[src/rtl/apb_timer_slave.sv]
// APB completer timer: prescaled 32-bit down-counter, optional auto-reload, level irq (optional pslverr: APB_TIMER_PSLVERR_EN).
// Latency: pready in DONE, WAIT_STATES+1 cycles after penable rises; writes commit on that edge.
// Backpressure: pready held low through SETUP/WAIT; a master that drops psel aborts with no side effects.
module apb_timer_slave #(
    parameter int WAIT_STATES = 1,
    parameter int PRESCALE_W  = 16
) (
    input  logic        pclk,
    input  logic        preset_n,
    input  logic        psel,
    input  logic        penable,
    input  logic        pwrite,
    input  logic [31:0] paddr,
    input  logic [31:0] pwdata,
    output logic [31:0] prdata,
    output logic        pready,
`ifdef APB_TIMER_PSLVERR_EN
    output logic        pslverr,
`endif
    output logic        irq
);
    typedef enum logic [1:0] {ST_IDLE, ST_SETUP, ST_WAIT, ST_DONE} state_t;

    localparam logic [2:0] WS_LAST = (WAIT_STATES > 0) ? 3'(WAIT_STATES - 1) : 3'd0;

    state_t                  state;
    state_t                  state_nxt;
    logic [2:0]              wait_cnt;

    logic                    ctrl_en;
    logic                    ctrl_irq_en;
    logic                    ctrl_ar;
    logic [31:0]             load_q;
    logic [31:0]             count_q;
    logic                    expired_q;
    logic [PRESCALE_W-1:0]   prescale_q;
    logic [PRESCALE_W-1:0]   pcnt_q;

    logic [7:0]              off;
    logic                    sel_ctrl;
    logic                    sel_load;
    logic                    sel_count;
    logic                    sel_status;
    logic                    sel_prescale;
    logic                    wr_ok;
    logic                    tick;
    logic                    expire;
    logic                    start;
    logic [31:0]             rd_val;
    logic                    unused_addr;

    always_ff @(posedge pclk or negedge preset_n) begin
        if (!preset_n) begin
            state    <= ST_IDLE;
            wait_cnt <= 3'd0;
        end else begin
            state <= state_nxt;
            if (state == ST_SETUP && state_nxt == ST_WAIT)
                wait_cnt <= WS_LAST;
            else if (state == ST_WAIT && wait_cnt != 3'd0)
                wait_cnt <= wait_cnt - 3'd1;
        end
    end

    always_comb begin
        state_nxt = state;
        case (state)
            ST_IDLE:  if (psel && !penable) state_nxt = ST_SETUP;
            ST_SETUP: if (psel && penable)  state_nxt = (WAIT_STATES > 0) ? ST_WAIT : ST_DONE;
            ST_WAIT:  if (wait_cnt == 3'd0) state_nxt = ST_DONE;
            ST_DONE:  state_nxt = ST_IDLE;
            default:  state_nxt = ST_IDLE;
        endcase
        if (!psel)
            state_nxt = ST_IDLE;
    end

    assign off          = paddr[7:0];
    assign unused_addr  = ^paddr[31:8];
    assign sel_ctrl     = (off == 8'h00);
    assign sel_load     = (off == 8'h04);
    assign sel_count    = (off == 8'h08);
    assign sel_status   = (off == 8'h0C);
    assign sel_prescale = (off == 8'h10);

    assign pready = psel && penable && (state == ST_DONE);

`ifdef APB_TIMER_PSLVERR_EN
    // Misaligned offsets never match the exact-byte decode, so they fall into "unmapped".
    logic err;
    assign err     = !(sel_ctrl || sel_load || sel_count || sel_status || sel_prescale)
                     || (sel_count && pwrite);
    assign pslverr = pready && err;
    assign wr_ok   = pready && pwrite && !err;
`else
    assign wr_ok   = pready && pwrite;
`endif

    assign tick   = ctrl_en && (pcnt_q == prescale_q);
    assign expire = tick && (count_q == 32'd0);
    assign start  = wr_ok && sel_ctrl && pwdata[0] && !ctrl_en;

    // Later assignments win: a CTRL write overrides the one-shot enable clear,
    // and the 0->1 start load overrides a same-cycle decrement.
    always_ff @(posedge pclk or negedge preset_n) begin
        if (!preset_n) begin
            ctrl_en     <= 1'b0;
            ctrl_irq_en <= 1'b0;
            ctrl_ar     <= 1'b0;
            load_q      <= 32'd0;
            count_q     <= 32'd0;
            expired_q   <= 1'b0;
            prescale_q  <= '0;
            pcnt_q      <= '0;
        end else begin
            if (ctrl_en)
                pcnt_q <= tick ? '0 : pcnt_q + 1'b1;
            if (tick) begin
                if (count_q != 32'd0)
                    count_q <= count_q - 32'd1;
                else if (ctrl_ar)
                    count_q <= load_q;
                else
                    ctrl_en <= 1'b0;
            end
            if (expire)
                expired_q <= 1'b1;
            else if (wr_ok && sel_status && pwdata[0])
                expired_q <= 1'b0;
            if (wr_ok && sel_ctrl) begin
                ctrl_en     <= pwdata[0];
                ctrl_irq_en <= pwdata[1];
                ctrl_ar     <= pwdata[2];
            end
            if (start) begin
                count_q <= load_q;
                pcnt_q  <= '0;
            end
            if (wr_ok && sel_load)
                load_q <= pwdata;
            if (wr_ok && sel_prescale)
                prescale_q <= pwdata[PRESCALE_W-1:0];
        end
    end

    always_comb begin
        rd_val = 32'd0;
        case (off)
            8'h00:   rd_val = {29'd0, ctrl_ar, ctrl_irq_en, ctrl_en};
            8'h04:   rd_val = load_q;
            8'h08:   rd_val = count_q;
            8'h0C:   rd_val = {31'd0, expired_q};
            8'h10:   rd_val = 32'(prescale_q);
            default: rd_val = 32'd0;
        endcase
    end

    assign prdata = (state == ST_DONE) ? rd_val : 32'd0;
    assign irq    = expired_q && ctrl_irq_en;

endmodule

[config.mk]
export PLATFORM = sky130hd
export DESIGN_NAME = apb_timer_slave
export DESIGN_NICKNAME = d
export VERILOG_FILES = /design/src/rtl/apb_timer_slave.sv
export SDC_FILE = /design/constraint.sdc
export NUM_CORES = 1
export LEC_CHECK = 0
export CORE_MARGIN = 2
export CORE_UTILIZATION = 46
export CTS_BUF_LIST = sky130_fd_sc_hd__clkbuf_2
export DETAILED_ROUTE_END_ITERATION = 7
export PLACE_DENSITY = 0.83
export SYNTH_ARGS = -nofsm -noshare
export SYNTH_HDL_FRONTEND = slang
export SYNTH_SLANG_ARGS = --single-unit
[constraint.sdc]
create_clock -name pclk -period 2.6 [get_ports pclk]
set_clock_uncertainty 0.15 [all_clocks]
set_input_delay 0.52 -clock pclk [delete_from_list [all_inputs] [get_ports pclk]]
set_output_delay 0.52 -clock pclk [all_outputs]
set_load 0.05 [all_outputs]
==> impl_metrics.yaml <==
clock_tree:
  root_buffer: "clkbuf_2"
  tritoncts: "done"
  cts.reportedPaths.clkPinSlew_ns: 0.29
  cts.sinks: 105
  cts_buffers: 9
  clock_path_buffers: 2
  htree_levels: 3
  clock_latency_ns: 0.67
timing:
  tightest_slew_ns: 0.716
  finalMaxSlewViolations: 0
  slew_headroom_pct: 51.8
  final_hold_viol_count: 0
  fmax_mhz: 334
  finalWorstSetupSlack_ns: -0.393
  period_share_pct: 115
  rsz0062_at_grt: "true"
  setup-violations-final: 55
  finalCriticalPeriod_ns: 2.99
route:
  wl_per_cell_um: 21.9
  drt_iter0_drc: 657
  routed_via_density: 6.36
  dr.pass1.iters: 7
  routed_wl_mm: 21.1
  wl_met3_mm: 1.75
  ant_nets: 0
  maxUsedRoutingLayer: "met4"
  wl_met2_mm: 10.5
  drc: 0
  wl_met1_mm: 7.83
  vias: 6122
finish:
  area_growth_pct: 56.7
  utilization_pct: 73.6
  drive_gt1_share_pct: 45.9
  diodes: 0
  nets: 860
critical_path:
  crit_type: "primary input to output port"
  worstPathRequired_ns: 1.93
  critPathLaunchType: "primary input"
  r2r_slack_ns: -0.17
  cp-end-kind: "output port"
  cp.arrival_ns: 2.32
  crit_fanout: 8
  cpPeakStageDelay_ns: 0.55
  r2r.worst_path.cells: 9
  path_cells: "buf_6 > or4_4 > nor3_4 > nand2_2 > nor2_4 > buf_12 > clkbuf_16 > a222oi_1 > nor2_4 > buf_12"
  cp.depth: 10
  cp_slowest_cell: "or4_4"
  path_buf_inv: 4
  crit_family: "simple AND/OR/NAND/NOR gates"
pwr:
  p_leak_nw: 3.82
  clockPowerShare_pct: 24.8
  power_frac_seq_pct: 59.8
  total_power_mw: 3.04
  internal_power_mw: 2.11
  switching_power_uw: 936
  pwr-share-comb_pct: 15.4
  switching_share_pct: 30.8
  power.density_mw_per_mm2: 329
  ir_worst_vdd_mv: 0.430
die:
  coreArea_mm2: 0.0126
  start_util_pct: 47.0
  ios: 103
  dieArea_mm2: 0.0138
  dieHeight_um: 117
  std_cell_rows: 41
  die_w_um: 117
global_route:
  grt_max_degree: 43
  antenna_found_initial: 1
  grt_pass1_wl_mm: 30.6
  grt_use_total_pct: 29.1
  grt_pass1_vias: 6065
  overflow: 0
flow_run:
  max-cap-violations: 0
run_status:
  status: "finished with violations"
  violations: "negative setup slack"
synthesis:
  yosys_warnings: 0
  ys.flop_type: "dfrtp_1"
  synth_fp_nets: 685
  synth.avg_cell_area_um2: 9.66
  synth-edff-count: 0
  netlist_area_mm2: 0.00590
  synthCells: 611
  async_flop_share_pct: 100
  ys_seq_area_share_pct: 44.5
  synth.distinct_cells: 64
  synth_seq_cells: 105
hold_path:
  hp-class: "primary input to asynchronous set/reset pin"
place:
  place.gp.congestion: 0.894
  dp_hpwl_mm: 13.1
  io_buffers: 78
[metrics by stage]
step / cell area (µm²) / setup slack, ns / setup TNS (ns) / hold slack [ns] / instances
finish: 9250 / -0.393 / -12.36 / 0.0774 / 963
global route: 9250 / -0.464 / -15.82 / 0.0637 / 963
CTS: 8730 / -0.403 / -11.78 / 0.0489 / 949
detailed placement: 8200 / -0.700 / -58.66 / 0.261 / 920
global placement: 8200 / -0.623 / -51.72 / 0.260 / 920
floorplan: 6260 / -0.171 / -4.83 / 0.0744 / 611
[worst paths after layout]
| check | startpoint | to |
|---|---|---|
| max | paddr[7] | prdata[7] |
| min | preset_n | load_q[26] |
| max reg2reg | count_q[9] | count_q[16] |
| min reg2reg | ctrl_irq_en | ctrl_irq_en |
| max in group asynchronous | preset_n | pcnt_q[3] |
| min in group pclk | paddr[2] | expired_q |
[final cells by class]
cell class	count	area [µm²]
Inverter	11	41.3
Multi-Input combinational cell	462	3950
Tap cell	172	215
Fill cell	811	3320
Sequential cell	105	2630
Clock buffer	11	55.1
Clock inverter	5	46.3
Timing Repair Buffer	197	2310
[power by group through the flow]
| stage | Combinational (mW) | Clock [mW] | Sequential, mW |
|---|---|---|---|
| 3_5_place_dp | 0.436 | 0 | 1.84 |
| 6_report | 0.468 | 0.755 | 1.82 |
| 4_1_cts | 0.449 | 0.764 | 1.81 |
| 5_1_grt | 0.516 | 0.840 | 1.83 |
| 2_1_floorplan | 0.215 | 0 | 1.83 |
| 3_3_place_gp | 0.408 | 0 | 1.83 |
[synthesized netlist by cell type, types with 8 or more instances]
cell | n | area, µm²
a21oi_1 | 41 | 205
a22oi_1 | 23 | 173
buf_2 | 10 | 50.1
clkbuf_1 | 19 | 71.3
dfrtp_1 | 105 | 2630
inv_1 | 11 | 41.3
mux2_2 | 49 | 552
nand2_1 | 47 | 176
nand3_1 | 21 | 105
nand4_1 | 8 | 50.1
nor2_1 | 78 | 293
nor3_1 | 19 | 95.1
nor4_1 | 11 | 68.8
o21ai_0 | 26 | 130
xor2_1 | 24 | 210
[logic make-up after synthesis]
| logic type | synth area share, % |
|---|---|
| AO/OA/AOI/OAI | 16.3 |
| multiplexers | 10.2 |
| flip-flops | 44.5 |
| AND/OR/NAND/NOR | 20.0 |
| XOR/XNOR | 4.60 |
| buffers and inverters | 3.31 |
| adder cells (fa/ha/maj) | 1.06 |
[flip-flops by register name (all words and copies together) (netlist names), 2 cells and up]
name / cells
prescale_q: 16
pcnt_q: 16
load_q: 32
count_q: 32
wait_cnt: 3
state: 2
[routing by layer]
metal  track usage (%)  vias to the layer above
li1                  -                     2626
met1              34.5                     3015
met2              49.8                      370
met3              7.93                      111
met4              12.7                        0
met5                 0                        -
[what timing repair did]
| action | in CTS | in global routing |
|---|---|---|
| pin swaps | 37 | 61 |
| buffers inserted | 8 | 12 |
| hold endpoints to repair | 105 | 0 |
| gates cloned | 5 | 3 |
| hold buffers | 1 | 0 |
| resized for setup | 72 | 80 |
| endpoints found under the setup margin | 71 | 75 |
[placed cells by master, fill, tap and decap left out, drive strengths merged, types with 10 or more instances in the layout]
cell type / synthesis / layout
nor4: 12 / 12
a21oi: 41 / 41
nand3: 22 / 22
nand4: 10 / 10
clkbuf: 21 / 13
xor2: 24 / 24
a22oi: 23 / 23
nor2: 79 / 79
o21ai: 28 / 28
inv: 11 / 14
nand2: 47 / 47
dfrtp: 105 / 105
clkdlybuf4s50: 0 / 35
nor3: 22 / 22
mux2: 49 / 49
buf: 12 / 153
Power figures use the tool's default switching activity.
